File: src/rtl/cam_capture_seq.sv
// Camera capture sequencer: exposure timer, sensor readout, 2 bpp ordered-dither
// quantisation against a 4x4x3 threshold matrix, and Game Boy tile packing.
module cam_capture_seq #(
  parameter int unsigned PRESCALE      = 16,
  parameter int unsigned FINISH_CYCLES = 4,
  parameter logic [9:0]  MTX_BASE      = 10'h200
) (
  input  logic        sys_clock,
  input  logic        sys_reset,
  input  logic        Cam_Capture,
  input  logic [7:0]  Reg_A001,
  input  logic [7:0]  Reg_A002,
  input  logic [7:0]  Reg_A003,
  output logic        Pix_Start,
  input  logic        Pix_Valid,
  input  logic [7:0]  Pix_Data,
  output logic        Pix_Ready,
  output logic [9:0]  Mtx_Addr,
  input  logic [7:0]  Mtx_Data,
  output logic        Fb_We,
  output logic [11:0] Fb_Addr,
  output logic [7:0]  Fb_Data,
  output logic        Sig_CamCaptureFinish,
  output logic        Busy
);

  localparam logic [15:0] PreLast = 16'(PRESCALE - 1);
  localparam logic [7:0]  FinLast = 8'(FINISH_CYCLES - 1);

  typedef enum logic [3:0] {
    StIdle,
    StExpose,
    StPixWait,
    StTh0,
    StTh1,
    StTh2,
    StClass,
    StWrLo,
    StWrHi,
    StFinish
  } state_e;

  state_e      state_q, state_d;
  logic        cap_prev_q;
  logic        inv_q, inv_d;
  logic [15:0] exp_q, exp_d;
  logic [15:0] pre_q, pre_d;
  logic [6:0]  x_q, x_d;
  logic [6:0]  y_q, y_d;
  logic [7:0]  p_q, p_d;
  logic [7:0]  t0_q, t0_d;
  logic [7:0]  t1_q, t1_d;
  logic [7:0]  lo_q, lo_d;
  logic [7:0]  hi_q, hi_d;
  logic [7:0]  fin_q, fin_d;
  logic        pix_start_q, pix_start_d;

  logic        cap_rise;
  logic [9:0]  mtx_idx;
  logic [9:0]  mtx_row;
  logic [1:0]  cls;
  logic        unused_a001;

  assign unused_a001 = ^Reg_A001[7:1];
  assign cap_rise    = Cam_Capture & ~cap_prev_q;

  // Threshold triple offset for the current pixel: ((y%4)*4 + x%4) * 3.
  assign mtx_idx = {6'd0, y_q[1:0], x_q[1:0]};
  assign mtx_row = mtx_idx + {mtx_idx[8:0], 1'b0};

  // Classify the latched pixel; t2 is taken straight from the BRAM read port.
  always_comb begin
    if (p_q < t0_q) begin
      cls = 2'd3;
    end else if (p_q < t1_q) begin
      cls = 2'd2;
    end else if (p_q < Mtx_Data) begin
      cls = 2'd1;
    end else begin
      cls = 2'd0;
    end
    if (inv_q) begin
      cls = ~cls;
    end
  end

  // Next-state logic and decoded outputs.
  always_comb begin
    state_d     = state_q;
    inv_d       = inv_q;
    exp_d       = exp_q;
    pre_d       = pre_q;
    x_d         = x_q;
    y_d         = y_q;
    p_d         = p_q;
    t0_d        = t0_q;
    t1_d        = t1_q;
    lo_d        = lo_q;
    hi_d        = hi_q;
    fin_d       = fin_q;
    pix_start_d = 1'b0;

    Pix_Ready            = 1'b0;
    Mtx_Addr             = 10'd0;
    Fb_We                = 1'b0;
    Fb_Addr              = 12'd0;
    Fb_Data              = 8'd0;
    Sig_CamCaptureFinish = 1'b0;
    Busy                 = (state_q != StIdle);

    unique case (state_q)
      StIdle: begin
        if (cap_rise) begin
          inv_d = Reg_A001[0];
          exp_d = {Reg_A002, Reg_A003};
          pre_d = 16'd0;
          x_d   = 7'd0;
          y_d   = 7'd0;
          lo_d  = 8'd0;
          hi_d  = 8'd0;
          fin_d = 8'd0;
          if ({Reg_A002, Reg_A003} == 16'd0) begin
            state_d     = StPixWait;
            pix_start_d = 1'b1;
          end else begin
            state_d = StExpose;
          end
        end
      end

      StExpose: begin
        if (!Cam_Capture) begin
          state_d = StIdle;
        end else if (pre_q == PreLast) begin
          pre_d = 16'd0;
          exp_d = exp_q - 16'd1;
          if (exp_q == 16'd1) begin
            state_d     = StPixWait;
            pix_start_d = 1'b1;
          end
        end else begin
          pre_d = pre_q + 16'd1;
        end
      end

      StPixWait: begin
        Pix_Ready = 1'b1;
        if (!Cam_Capture) begin
          state_d = StIdle;
        end else if (Pix_Valid) begin
          p_d     = Pix_Data;
          state_d = StTh0;
        end
      end

      StTh0: begin
        Mtx_Addr = MTX_BASE + mtx_row;
        state_d  = Cam_Capture ? StTh1 : StIdle;
      end

      StTh1: begin
        Mtx_Addr = MTX_BASE + mtx_row + 10'd1;
        t0_d     = Mtx_Data;
        state_d  = Cam_Capture ? StTh2 : StIdle;
      end

      StTh2: begin
        Mtx_Addr = MTX_BASE + mtx_row + 10'd2;
        t1_d     = Mtx_Data;
        state_d  = Cam_Capture ? StClass : StIdle;
      end

      StClass: begin
        if (!Cam_Capture) begin
          state_d = StIdle;
        end else begin
          // MSB first: pixel x%8 == 0 ends up in bit 7.
          lo_d = {lo_q[6:0], cls[0]};
          hi_d = {hi_q[6:0], cls[1]};
          if (x_q[2:0] == 3'd7) begin
            state_d = StWrLo;
          end else begin
            x_d     = x_q + 7'd1;
            state_d = StPixWait;
          end
        end
      end

      StWrLo: begin
        Fb_We   = 1'b1;
        Fb_Addr = {y_q[6:3], x_q[6:3], y_q[2:0], 1'b0};
        Fb_Data = lo_q;
        state_d = Cam_Capture ? StWrHi : StIdle;
      end

      StWrHi: begin
        Fb_We   = 1'b1;
        Fb_Addr = {y_q[6:3], x_q[6:3], y_q[2:0], 1'b1};
        Fb_Data = hi_q;
        if (!Cam_Capture) begin
          state_d = StIdle;
        end else if (x_q == 7'd127 && y_q == 7'd111) begin
          fin_d   = 8'd0;
          state_d = StFinish;
        end else begin
          if (x_q == 7'd127) begin
            x_d = 7'd0;
            y_d = y_q + 7'd1;
          end else begin
            x_d = x_q + 7'd1;
          end
          state_d = StPixWait;
        end
      end

      StFinish: begin
        Sig_CamCaptureFinish = 1'b1;
        if (fin_q == FinLast) begin
          state_d = StIdle;
        end else begin
          fin_d = fin_q + 8'd1;
        end
      end

      default: state_d = StIdle;
    endcase
  end

  assign Pix_Start = pix_start_q;

  // State and datapath registers with synchronous reset.
  always_ff @(posedge sys_clock) begin
    if (sys_reset) begin
      state_q     <= StIdle;
      cap_prev_q  <= 1'b0;
      inv_q       <= 1'b0;
      exp_q       <= 16'd0;
      pre_q       <= 16'd0;
      x_q         <= 7'd0;
      y_q         <= 7'd0;
      p_q         <= 8'd0;
      t0_q        <= 8'd0;
      t1_q        <= 8'd0;
      lo_q        <= 8'd0;
      hi_q        <= 8'd0;
      fin_q       <= 8'd0;
      pix_start_q <= 1'b0;
    end else begin
      state_q     <= state_d;
      cap_prev_q  <= Cam_Capture;
      inv_q       <= inv_d;
      exp_q       <= exp_d;
      pre_q       <= pre_d;
      x_q         <= x_d;
      y_q         <= y_d;
      p_q         <= p_d;
      t0_q        <= t0_d;
      t1_q        <= t1_d;
      lo_q        <= lo_d;
      hi_q        <= hi_d;
      fin_q       <= fin_d;
      pix_start_q <= pix_start_d;
    end
  end

endmodule

File: config.mk
export PLATFORM = sky130hd
export DESIGN_NAME = cam_capture_seq
export DESIGN_NICKNAME = d
export VERILOG_FILES = /design/src/rtl/cam_capture_seq.sv
export SDC_FILE = /design/constraint.sdc
export NUM_CORES = 1
export LEC_CHECK = 0
export ABC_AREA = 1
export CORE_ASPECT_RATIO = 0.8
export CORE_UTILIZATION = 45
export CTS_BUF_LIST = sky130_fd_sc_hd__clkbuf_8
export DETAILED_ROUTE_END_ITERATION = 7
export PLACE_DENSITY = 0.66
export SETUP_SLACK_MARGIN = 0.4
export SYNTH_ARGS = -nofsm -noshare
export SYNTH_HDL_FRONTEND = slang
export SYNTH_SLANG_ARGS = --single-unit
export TNS_END_PERCENT = 30
File: constraint.sdc
create_clock -name sys_clock -period 6.2 [get_ports sys_clock]
set_input_delay 0.93 -clock sys_clock [delete_from_list [all_inputs] [get_ports sys_clock]]
set_output_delay 0.93 -clock sys_clock [all_outputs]
set_load 0.03 [all_outputs]
== Yosys cells after proc, flatten, opt, wreduce, memory -nomap -nowiden ==
Cells that the tools add are included.
Word-level totals
  word-level logic and storage cells: 138
  output and inout port bits: 35
  input bits: 44
  bits in registers: 101
Operators by class
  add/sub/neg operators: 9
  eq/ne operators: 29
  bitwise operators: 3
  order comparisons: 3
  reductions and logical operators: 19
  muxes and demuxes: 61
Operators with widths (count)
  two-way mux 16 bit: 6
  one-hot mux 16 bit (2 select lines): 2
  two-way mux 7 bit: 9
  two-way mux 8 bit: 6
  one-hot mux 8 bit (2 select lines): 3
  two-way mux 4 bit: 10
  one-hot mux 4 bit (10 select lines): 1
  one-hot mux 10 bit (3 select lines): 1
  < comparator 8 bit: 3
  one-hot mux 12 bit (2 select lines): 1
  one-hot mux 8 bit (3 select lines): 1
  inequality test 2 bit (second input constant): 11
  one-hot mux 7 bit (3 select lines): 1
  adder 16 x 1 -> 16 bit (second input constant): 1
  equality test 16 x 1 -> 1 bit (second input constant): 1
  equality test 16 x 4 -> 1 bit (second input constant): 1
  equality test 4 x 3 -> 1 bit (second input constant): 4
  logical NOT 16 bit: 1
  subtractor 16 x 1 -> 16 bit (second input constant): 1
  two-way mux 3 bit: 5
  AND reduction 5 bit: 3
  adder 7 x 1 -> 7 bit (second input constant): 2
  equality test 7 bit (second input constant): 2
  one-hot mux 7 bit (2 select lines): 1
  other kinds (27): 47

== Depth between registers and ports, before layout ==
Gate-level depths: netlist (run 1).
  depth in word-level cells: 8
  depth in mapped cells: 13
  gate-level depth less buffers: 13

== Worst setup path after synthesis (run 1) ==
Ideal clock, no wire load.
  kind: register to output
  start point: register x_q[1]
  end point: output Mtx_Addr[2]
  stages on the path, launching flop included: 4
  arrival time: 2.374 ns
  setup slack: 2.896 ns
  cells stage by stage: dfxtp_1 > ha_1 > fa_1 > o311ai_0
On the way
  longest elaborated chain between the ends: 4
Ends and longest elaborated chain
  from (decl): RTL line 48  | logic [6:0] x_q, x_d;
  from (signal assigned): RTL line 239  | x_q <= 7'd0;
  from (signal assigned): RTL line 254  | x_q <= x_d;
  adder 4 x 5 -> 6 bit (*): RTL line 69  | assign mtx_row = mtx_idx + {mtx_idx[8:0], 1'b0};
  adder 10 x 6 -> 10 bit (*): RTL line 157, 162, 168
  adder 10 x 2 -> 10 bit / adder 10 x 1 -> 10 bit (equally long branches): RTL line 168, 162
  one-hot mux 10 bit (3 select lines) (*): RTL line 111  | unique case (state_q)
  to (decl): RTL line 18  | output logic [9:0] Mtx_Addr,
Mark *: on every way between the ends. The rest lies on a longest branch, timed or not.

== Worst setup path in the final report (run 1) ==
  start point: register x_q[0]
  end point: output Mtx_Addr[3]
The elaborated chain is that of the path after synthesis.

==> impl_metrics.ini, run 1 <==
[final_layout]
multi_input_area_sq_mm = 0.00346
regArea_sq_mm = 0.00202
fin_util_pct = 54.1
drive_gt1_share_pct = 6.19
diodes = 0
syn2layout_area_growth_pct = 15.7
nNetsFinal = 1042
nFillCells = 1316

[timing]
fmax_ghz = 0.249
slew_viol_final = 0
layout_min_cycle_time_ns = 4.01
final.setup_skew_ns = 0.0168
grt_setup_unrepaired = false
finalWorstSetupSlack_ns = 2.19
setup_violations = 0
setup-tns-final_ns = 0
slew_headroom_pct = 36.6
hold_violations = 0
period_share_pct = 64.8
worstMarginPinSlew_ns = 0.950
worst_hold_slack_ns = 0.465

[die]
dieArea_sq_mm = 0.0140
coreArea_sq_mm = 0.0130
start_util_pct = 46.8
die_h_microns = 106
fp.dieW_microns = 132
num_io_pins = 79
std_cell_rows = 37

[grt]
grt_pass1_wl_mm = 25.0
grt_usage_pct = 21.8
grt_max_degree = 59
grt_pass1_vias = 5314
antenna_found_initial = 0
gr-total-overflow = 0

[hold_path]
hold_path_startpoint = t1_q[7]
holdPathEnd = t1_q[7]
holdPathStages = 2
hp-class = reg -> reg

[placed_design]
port_buffers = 69
place_congestion = 0.830
dp_slack_ns = 2.61
hpwl_mm = 10.7

[clock_network]
clock_sinks = 101
post_cts_resized = 0
clock_latency_ns = 0.40
cts_buffers = 9
clk_root_buffer_cell = clkbuf_8
htreeDepth = 3
cts_tree = done
cts_hold_buf = 0
clk_pin_slew_ns = 0.11
postCtsSetupBuffers = 0
clk_path_buf_depth = 2

[synthesis]
avgSynthCellArea_sq_um = 6.67
yosys.area.top_type_share_pct = 33.2
synth_common_cells = 206 x nand2_1, 109 x inv_1, 105 x a21oi_1
async_reset_ff_share_pct = 0
synth_cells = 912
synthFlopType = dfxtp_1
synth_most_common_cell = nand2_1
yosysWarnings = 0
syn-cell-area_sq_mm = 0.00608
synth_edf_count = 0
synthTopCellsByArea = dfxtp_1 33%, nand2_1 13%, a21oi_1 8.6%, inv_1 6.7%, ha_1 6.6%
synth.distinct_cells = 45
synth_top_area_cell = dfxtp_1
ys_seq_elements = 101
ys_seq_area_share_pct = 33.2

[status]
status = finished, final reports clean

[critical_path]
r2r-start = state_q[0]
r2r-end = exp_q[11]
path_max_fanout = 8
worst-r2r-setup-slack_ns = 3.11
critPathCaptureType = output pin
rr_worst_depth = 10
required_ns = 5.27
crit_type = reg -> out
cp_data_arrival_time_ns = 3.08
crit_path_start_kind = flip-flop

[detailed_routing]
wirelength_mm = 14.8
drt_iter0_markers = 420
vias = 5868
drtPass1Iterations = 5
via_per_inst = 5.12
drc = 0
wl_per_cell_microns = 12.9
final_antenna_net_count = 0

[power]
powerDensity_mw_per_mm2 = 205
ir_worst_vdd_uv = 107
p_leak_nw = 2.82
total_power_w = 0.00144

[flow_run]
maxCapViolCount = 0
## per-layer routing
layer	global-route usage, %	vias up	share of wire [%]
li1	-	3085	-
met4	5.32	0	1.2
met1	30.6	2650	51
met5	0	-	0
met2	34.0	118	43
met3	4.63	15	4.6
## placed cells by master, fill, tap and decap left out, types with 17 or more instances in the layout
cell type | synthesis | routed
clkdlybuf4s50_1 | 0 | 68
nand2_1 | 206 | 206
dfxtp_1 | 101 | 101
nor3_1 | 17 | 17
o21ai_0 | 46 | 46
a21oi_1 | 105 | 105
ha_1 | 32 | 32
nand3_1 | 40 | 40
nor2_1 | 98 | 98
inv_1 | 109 | 109
## critical path, cell delays in order, from the launching register on
cell and delay (ns):
dfxtp_1 0.41, ha_1 0.30, fa_1 0.41, or2_2 0.30
nand2_1 0.10, inv_1 0.06, nand2_1 0.07, inv_1 0.05
o21bai_1 0.11, a22oi_1 0.09, nor2_1 0.11, clkdlybuf4s50_1 0.67
## registers in the layout (all words and copies together), names as in the netlist, 7 cells and up
signal,count
exp_q,16
pre_q,16
fin_q,8
hi_q,8
lo_q,8
p_q,8
t0_q,8
t1_q,8
x_q,7
y_q,7
## layout make-up
| type | instances | area share (%) |
|---|---|---|
| clock inverters | 7 | 0.978 |
| well taps | 175 | 3.11 |
| inverters | 120 | 6.40 |
| clock buffers | 9 | 1.76 |
| repair buffers | 70 | 9.85 |
| multi-input cells | 663 | 49.2 |
| flip-flops and latches | 101 | 28.7 |
## metrics by stage
| stage | area (sq um) | cells |
|---|---|---|
| after floorplan | 6090 | 913 |
| after global placement | 6850 | 1129 |
| after detailed placement | 6850 | 1129 |
| after CTS | 7040 | 1145 |
| after global routing | 7040 | 1145 |
| final | 7040 | 1145 |
## logic make-up after synthesis
kind of cell	Yosys count	share of synthesized area [%]
xor gates and xnor gates	13	1.87
adders and majority gates	33	6.91
other	1	0.0617
buffers and inverters	149	9.92
DFF	101	33.2
AOI/OAI and AO/OA	204	18.5
and+or+nand+nor	411	29.5
## worst max-delay path by stage
| stage | depth (start not counted) | slack, ns | to | start |
|---|---|---|---|---|
| after floorplan | 3 | 2.90 | Mtx_Addr[2] | x_q[1] |
| after global placement | 11 | 2.62 | Mtx_Addr[3] | x_q[0] |
| after detailed placement | 11 | 2.61 | Mtx_Addr[3] | x_q[0] |
| after CTS | 11 | 2.17 | Mtx_Addr[3] | x_q[0] |
| after global routing | 11 | 1.94 | Mtx_Addr[3] | x_q[0] |
| final | 11 | 2.19 | Mtx_Addr[3] | x_q[0] |
## where the power goes
part	internal, W	switching, W
clock	0.000156	0.000264
combinational	0.000108	0.000209
sequential	0.000674	0.0000284
total	0.000938	0.000502
No activity file was read; power rests on OpenSTA's default activity.
==> run 2: changes to the inputs <==
Clock period 6.2 ns to 3.72 ns, I/O delays scaled along.
==> run 2 against run 1 <==
Net effect:
- final cell count up 0.87%
- critical path type unchanged
- hold slack worse by 0.0013 ns
- utilization up 0.48 points
- via count up 0.34%
==> impl_metrics.ini, run 2 (same netlist as run 1, synthesis figures left out) <==
[status]
status = finished, final reports clean

[timing]
slew_viol_final = 0
fmax_ghz = 0.297
setup_violations = 0
worst_hold_slack_ns = 0.464
slew_headroom_pct = 45.2
layout_min_cycle_time_ns = 3.36
hold_violations = 0
setup-tns-final_ns = 0
period_share_pct = 90.4
grt_setup_unrepaired = true
worstMarginPinSlew_ns = 0.818
final.setup_skew_ns = 0.0167

[die]
fp.dieW_microns = 132
die_h_microns = 106
coreArea_sq_mm = 0.0130
num_io_pins = 79
start_util_pct = 46.8
dieArea_sq_mm = 0.0140
std_cell_rows = 37

[final_layout]
layout_common_cells = 206 x nand2_1, 110 x inv_1, 105 x a21oi_1
drive_gt1_share_pct = 7.04
nNetsFinal = 1052
diodes = 0
final_common_cell = nand2_1
final_cells = 1155
syn2layout_area_growth_pct = 16.7
biggestRegsByFlops = exp_q x16, pre_q x16

[placed_design]
port_buffers = 69
place_congestion = 0.877
dp_cells = 1139
hpwl_mm = 10.8

[critical_path]
cp_data_arrival_time_ns = 2.80
rr_worst_depth = 12
crit_type = reg -> out
worst-r2r-setup-slack_ns = 1.53
critPathCaptureType = output pin
critPathSlowestCell = fa_1
crit_path_start_kind = flip-flop
slowest_delay_ns = 0.41
path_max_fanout = 8
r2r-end = exp_q[8]
r2r-start = state_q[0]
critPathTopFamily = adder cells
required_ns = 3.16
path_cells = ha_1 > fa_1 > or2_2 > nand2_1 > inv_1 > nand2_1 > inv_1 > o21bai_1 > a22oi_1 > nor2_1 > dlygate4sd2_1
path_buf_inv = 3

[clock_network]
htreeDepth = 3
clock_latency_ns = 0.40
cts_buffers = 9
clk_path_buf_depth = 2
cts_tree = done
clk_pin_slew_ns = 0.11
clock_sinks = 101
clk_root_buffer_cell = clkbuf_8
cts_hold_buf = 0

[detailed_routing]
drtPass1Iterations = 5
wl_per_cell_microns = 12.8
drt_iter0_markers = 414
vias = 5888
via_per_inst = 5.10
final_antenna_net_count = 0
wirelength_mm = 14.8
drc = 0

[flow_run]
maxCapViolCount = 0

[grt]
grt_usage_pct = 21.9
grt_pass1_wl_mm = 25.0
gr-total-overflow = 0
grt_max_degree = 58
antenna_found_initial = 0
grt_pass1_vias = 5292

[hold_path]
holdPathEnd = t0_q[0]
hold_path_startpoint = t0_q[0]
hp-class = reg -> reg
holdPathStages = 2

[power]
powerDensity_mw_per_mm2 = 337
switchingPower_w = 0.000826
power_frac_seq_pct = 48.8
p_leak_nw = 2.91
combPwrFrac_pct = 22.7
internal_power_w = 0.00157
ir_worst_vdd_uv = 230
clockPowerShare_pct = 28.5
p_sw_share_pct = 34.5
total_power_w = 0.00239
## run 2: changes by cell type in the layout (fill, tap and decap cells not counted), sizes merged
cell           previous run  this run
dlymetal6s2s              0         1
clkinv                    2         1
dlygate4sd2               0         4
buf                       2        12
inv                     123       124
clkdlybuf4s50            68        63
## run 2: tightest hold or removal path: cells and delay by family, from the launching register on
family,cells,cell delay (ns)
flip-flops,1,0.31
AO/OA/AOI/OAI,1,0.05
buffers and inverters,1,0.06
## run 2: worst max-delay path by stage
stage | startpoint | to | slack [ns] | depth (start not counted)
after floorplan | x_q[1] | Mtx_Addr[2] | 0.79 | 3
after global placement | x_q[0] | Mtx_Addr[3] | 0.56 | 11
after detailed placement | x_q[0] | Mtx_Addr[3] | 0.51 | 11
after CTS | x_q[0] | Mtx_Addr[6] | 0.26 | 7
after global routing | x_q[0] | Mtx_Addr[3] | 0.13 | 11
final | x_q[0] | Mtx_Addr[3] | 0.36 | 11
## run 2: repair_timing
action | CTS | global route
resized for setup | 4 | 1
buffers inserted | 0 | 0
endpoints found under the setup margin | 5 | 6
## run 2: routing by layer
metal,vias up,GRT usage [%],wire (microns)
li1,3107,-,-
met1,2629,30.7,7640
met2,130,33.6,6290
met3,22,4.34,652
met4,0,7.14,245
met5,-,0,0
## run 2: power groups by stage
stage               sequential (W)  combinational, W  clock [W]
floorplan                  0.00118          0.000406          0
CTS                        0.00117          0.000543   0.000703
finish                     0.00117          0.000543   0.000683
global route               0.00118          0.000616   0.000739
detailed placement         0.00119          0.000539          0
global placement           0.00119          0.000535          0
## run 2: stage by stage
step	util, %	setup slack, ns	instance area [sq um]
2_1_floorplan	-	0.788	6090
3_3_place_gp	53.2	0.559	6920
3_5_place_dp	53.2	0.510	6920
4_1_cts	54.6	0.260	7100
5_1_grt	54.6	0.129	7100
6_report	54.6	0.357	7100
## run 2: cell type report
type                            instances  area (sq um)
Inverter                              120           450
Sequential cell                       101          2020
Multi-Input combinational cell        663          3460
Clock buffer                            9           124
Fill cell                            1316          5910
Clock inverter                          7          58.8
Timing Repair Buffer                   80           766
Tap cell                              175           219
==> edit 1: new RTL, flow settings as in run 2 <==
Encoding of `state_e`: now Gray code (4 bits for 10 states).
--- a/src/rtl/cam_capture_seq.sv
+++ b/src/rtl/cam_capture_seq.sv
@@ -28,16 +28,16 @@
   localparam logic [7:0]  FinLast = 8'(FINISH_CYCLES - 1);
 
   typedef enum logic [3:0] {
-    StIdle,
-    StExpose,
-    StPixWait,
-    StTh0,
-    StTh1,
-    StTh2,
-    StClass,
-    StWrLo,
-    StWrHi,
-    StFinish
+    StIdle    = 4'b0000,
+    StExpose  = 4'b0001,
+    StPixWait = 4'b0011,
+    StTh0     = 4'b0010,
+    StTh1     = 4'b0110,
+    StTh2     = 4'b0111,
+    StClass   = 4'b0101,
+    StWrLo    = 4'b0100,
+    StWrHi    = 4'b1100,
+    StFinish  = 4'b1101
   } state_e;
 
   state_e      state_q, state_d;
Formal check against the unedited RTL: no difference found for any inputs over 10 cycles, from zero or initial values and one cycle with sys_reset high; not proved beyond that.
==> edit 1 against run 2 <==
Sequential cell count stayed put. Register-to-register slack worse by 230 ps. Final cell count is 1.8% higher. Synthesized area increased by 2.6%. Design area grew 2.3%. Setup slack gained 78 ps. Count of clock-buffer cells in the layout increased by 1. Routed wire length grew 1.3%. Total power increased by 17%. Critical endpoint unchanged. Largest power group unchanged.
==> edit 1: results (changes against run 2) <==
crit_slowest_cell: "fa_1"
cts.htree.levels: 3  # unchanged
ys_warn_count: 0  # unchanged
synth_fa_ha_area_share_pct: 6.94  # +0.029 points
clockBufferDepth: 2  # unchanged
synth_compound_area_share_pct: 18.1  # -0.38 points
muxShareOfSynthArea_pct: 0  # unchanged
dpl.hpwl_um: 10900  # +0.83%
skew_ps: 9.12  # -7.60 ps
r2r_start: "state_q[1]$_SDFFE_PP0P_"
intPower_mw: 1.80  # +15%
worst-path-max-fanout: 7  # -1
drtPass1Iterations: 5  # unchanged
first_iter_violations: 352  # -15%
drive_above_1_share_pct: 7.33  # +0.29 points
ys_types: 53  # +18%
wl_um: 15000  # +1.3%
antenna_found_initial: 0  # unchanged
synth.avg_cell_area_um2: 6.69  # +0.35%
ys_seq_area_share_pct: 32.4  # -0.83 points
synth_xor_area_share_pct: 1.83  # -0.047 points
detail_route.wl_per_cell_um: 12.8  # -0.55%
p_leak_nw: 2.94  # +1.0%
track_usage_pct: 21.4  # -0.55 points
grt_pass1_wl_um: 24900  # about the same
cp.arrival_ps: 2730  # -70 ps
cts.clk_slew.worst_paths_ps: 90  # -20 ps
finalWeightedCongestion: 0.871  # -0.68%
vias_per_cell: 5.08  # -0.27%
worst_ir_drop_vdd_uv: 314  # +37%
outcome: "finished, final reports clean"
cts_made_buffers: 9  # unchanged
grt_max_degree: 48  # -17%
hp-start: "exp_q[13]$_SDFFE_PP0P_"
reg.largest.list: "exp_q: 16 flops, pre_q: 16 flops"
fin_nets: 1070  # +1.7%
n_fill_cell: 1362  # +3.5%
relSlewSlack_pct: 63.1  # +18 points
crit_start: "x_q[0]$_SDFFE_PP0P_"
grt_pass1_vias: 5348  # +1.1%
clk_latency_ps: 380  # -20 ps
synth_area_leaders: "dfxtp_1 32%, nand2_1 12%, a21oi_1 8.3%"
dp_cells: 1161  # +1.9%
synthTopCellsByCount: "202 x nand2_1, 128 x inv_1, 103 x a21oi_1"
worstHoldPathType: "flop to flop"
ys_async_sr_fraction_pct: 0  # unchanged
edit 1: cell count changes after synthesis, moves of 5 or more:
cell,change
nor2_1,-15
nand2_4,+5
nand4_1,+6
inv_1,+19
a22o_1,-8
o21ai_0,+24
o21ai_1,-8
edit 1: worst paths after layout:
kind / to / slack, ps / cells after the start
max: Mtx_Addr[3] / 440 / 11
min: exp_q[13]$_SDFFE_PP0P_ / 460 / 2
max reg2reg: pre_q[5]$_SDFFE_PP0P_ / 1300 / 11
min reg2reg: exp_q[13]$_SDFFE_PP0P_ / 460 / 2
edit 1: repair_timing:
action                     4_1_cts  5_1_grt
gates resized for setup          4        2
pin swaps                        0        0
setup endpoints to repair        2        5
edit 1: cells by family (layout without fill, tap and decap cells):
family,count (synthesis),after routing
AND/OR/NAND/NOR,403,403
XOR/XNOR,13,13
flip-flops,101,101
AO/OA/AOI/OAI,211,211
other,1,2
adder cells (fa/ha/maj),34,34
buffers and inverters,169,232
edit 1: routing by layer:
metal / vias to the layer above / share of wire, % / track usage, %
met5: - / 0 / 0
met1: 2712 / 53 / 30.7
met2: 94 / 43 / 33.0
met4: 0 / 0.89 / 5.36
met3: 10 / 3.9 / 3.67
li1: 3163 / - / -
edit 1: worst min-delay path: stages (launching register included):
cell	delay [ps]
dfxtp_1	310
nand2_1	50
a21oi_1	60
edit 1: area by class of cell:
cell class / instances / area, um^2 / area share [%]
Multi-Input combinational cell: 663 / 3530 / 48.6
Sequential cell: 101 / 2020 / 27.8
Timing Repair Buffer: 77 / 737 / 10.1
Inverter: 140 / 533 / 7.34
Tap cell: 180 / 225 / 3.10
Clock buffer: 10 / 138 / 1.89
Clock inverter: 5 / 76.3 / 1.05
edit 1: power groups by stage:
stage	Combinational (mW)	Sequential (mW)	Clock [mW]
floorplan	0.648	1.21	0
global placement	0.819	1.23	0
detailed placement	0.823	1.23	0
CTS	0.828	1.20	0.793
global route	0.941	1.21	0.827
finish	0.838	1.20	0.767
edit 1: per-stage QoR:
| step | util, % | cell area [um^2] | worst slack, ps |
|---|---|---|---|
| after floorplan | - | 6240 | 864 |
| after global placement | 52.1 | 7050 | 525 |
| after detailed placement | 52.1 | 7050 | 513 |
| after CTS | 53.6 | 7270 | 391 |
| after global routing | 53.6 | 7260 | 271 |
| final | 53.6 | 7260 | 435 |
==> edit 2: new RTL, flow settings as in run 2 <==
Made on the original files. `PRESCALE`: 16 -> 12.
--- a/src/rtl/cam_capture_seq.sv
+++ b/src/rtl/cam_capture_seq.sv
@@ -1,7 +1,7 @@
 // Camera capture sequencer: exposure timer, sensor readout, 2 bpp ordered-dither
 // quantisation against a 4x4x3 threshold matrix, and Game Boy tile packing.
 module cam_capture_seq #(
-  parameter int unsigned PRESCALE      = 16,
+  parameter int unsigned PRESCALE      = 12,
   parameter int unsigned FINISH_CYCLES = 4,
   parameter logic [9:0]  MTX_BASE      = 10'h200
 ) (
Check against the original RTL: same outputs for any inputs over 10 cycles, from zero or initial values and one cycle with sys_reset high; that may be too few to reach the edited logic, so the function may still have changed.
==> edit 2 against run 2 <==
Critical path depth stayed put. Synthesized area grew 0.41%. Core utilization is 0.16 points lower. Total power up 10%. Clock power is 5.9% higher. Setup slack improved by 83 ps. Design area hardly changed. Synthesized cell count grew 0.88%. Fmax grew 2.5%. Sequential cell count did not move. Routed wire length down 1.1%. Worst hold slack improved by 1.6 ps. Largest power group unchanged.
==> edit 2: results (changes against run 2) <==
outcome: "finished, final reports clean"
finalWeightedCongestion: 0.835  # -4.8%
r2r_start: "x_q[1]$_SDFFE_PP0P_"
relSlewSlack_pct: 47.4  # +2.1 points
regArea_um2: 2020  # unchanged
met1Wirelength_um: 7730  # +1.2%
synth_area_leaders: "dfxtp_1 33%, nand2_1 12%, a21oi_1 8.1%"
synth_fa_ha_area_share_pct: 6.88  # -0.028 points
pwr-share-comb_pct: 27.3  # +4.6 points
n_fill_cell: 1354  # +2.9%
dpl.hpwl_um: 11000  # +1.4%
vias: 5913  # +0.42%
p_leak_nw: 2.89  # -0.45%
skew_ps: 9.34  # -7.37 ps
dp_cells: 1142  # +0.26%
buffer_area_share_pct: 10.3  # -0.48 points
muxShareOfSynthArea_pct: 0  # unchanged
dp_slack_ps: 364  # -146 ps
intPower_mw: 1.70  # +8.4%
synth_cells: 920  # +0.88%
multi_input_comb_area_um2: 3480  # +0.65%
drive_above_1_share_pct: 6.51  # -0.53 points
grt_pass1_wl_um: 25100  # +0.72%
grt_util_met2_pct: 32.8  # -0.87 points
wl_met2_um: 6090  # -3.0%
first_iter_violations: 294  # -29%
met3_usage_pct: 4.05  # -0.29 points
worst_ir_drop_vdd_uv: 249  # +8.3%
fp.coreArea_um2: 13100  # +0.36%
clk_share_pct: 2.78  # +0.21 points
synthTopCellsByCount: "198 x nand2_1, 111 x inv_1, 104 x nor2_1"
reg2reg_to: "fin_q[3]$_SDFFE_PP0P_"
clk_latency_ps: 380  # -20 ps
track_usage_pct: 22.0  # +0.055 points
detail_route.wl_per_cell_um: 12.7  # -1.4%
grt_max_degree: 51  # -12%
ys_seq_area_share_pct: 33.1  # -0.14 points
max_stage_delay_ps: 420
rrSetupSlack_ps: 1090  # -440 ps
pg_seq_mw: 1.20
ys_async_sr_fraction_pct: 0  # unchanged
r2r_cells: 8  # -4
cp.arrival_ps: 2720  # -80 ps
synth_compound_area_share_pct: 18.8  # +0.29 points
drtPass1Iterations: 4  # -1
use_met1_pct: 32.2  # +1.5 points
wl_um: 14700  # -1.1%
period_minus_slack_ps: 3280  # -83.2 ps
seq_share_pct: 28.5  # about the same
synth_xor_area_share_pct: 1.86  # -0.0077 points
route.met3.wl_um: 657  # +0.77%
multi_input_gates: 669  # +0.90%
grt_pass1_vias: 5226  # -1.2%
nNonClkBuffers: 77  # -3.8%
ys_types: 44  # -2.2%
switching_share_pct: 35.6  # +1.2 points
-- edit 2: worst reg2reg max path, stage by stage (launching register included) --
cell and delay [ps]:
dfxtp_1 510, ha_1 310, nand2_1 110, nor2_1 160, nand2_1 130, o21ai_1 260, nand3_1 380, o21ai_0 530
nor3b_1 110
-- edit 2: worst min path at each step --
stage | to | startpoint | slack, ps
finish | t1_q[6]$_SDFFE_PP0P_ | t1_q[6]$_SDFFE_PP0P_ | 470
global route | t1_q[6]$_SDFFE_PP0P_ | t1_q[6]$_SDFFE_PP0P_ | 490
CTS | t1_q[6]$_SDFFE_PP0P_ | t1_q[6]$_SDFFE_PP0P_ | 460
detailed placement | t0_q[6]$_SDFFE_PP0P_ | t0_q[6]$_SDFFE_PP0P_ | 450
global placement | t0_q[0]$_SDFFE_PP0P_ | t0_q[0]$_SDFFE_PP0P_ | 440
floorplan | t0_q[0]$_SDFFE_PP0P_ | t0_q[0]$_SDFFE_PP0P_ | 420
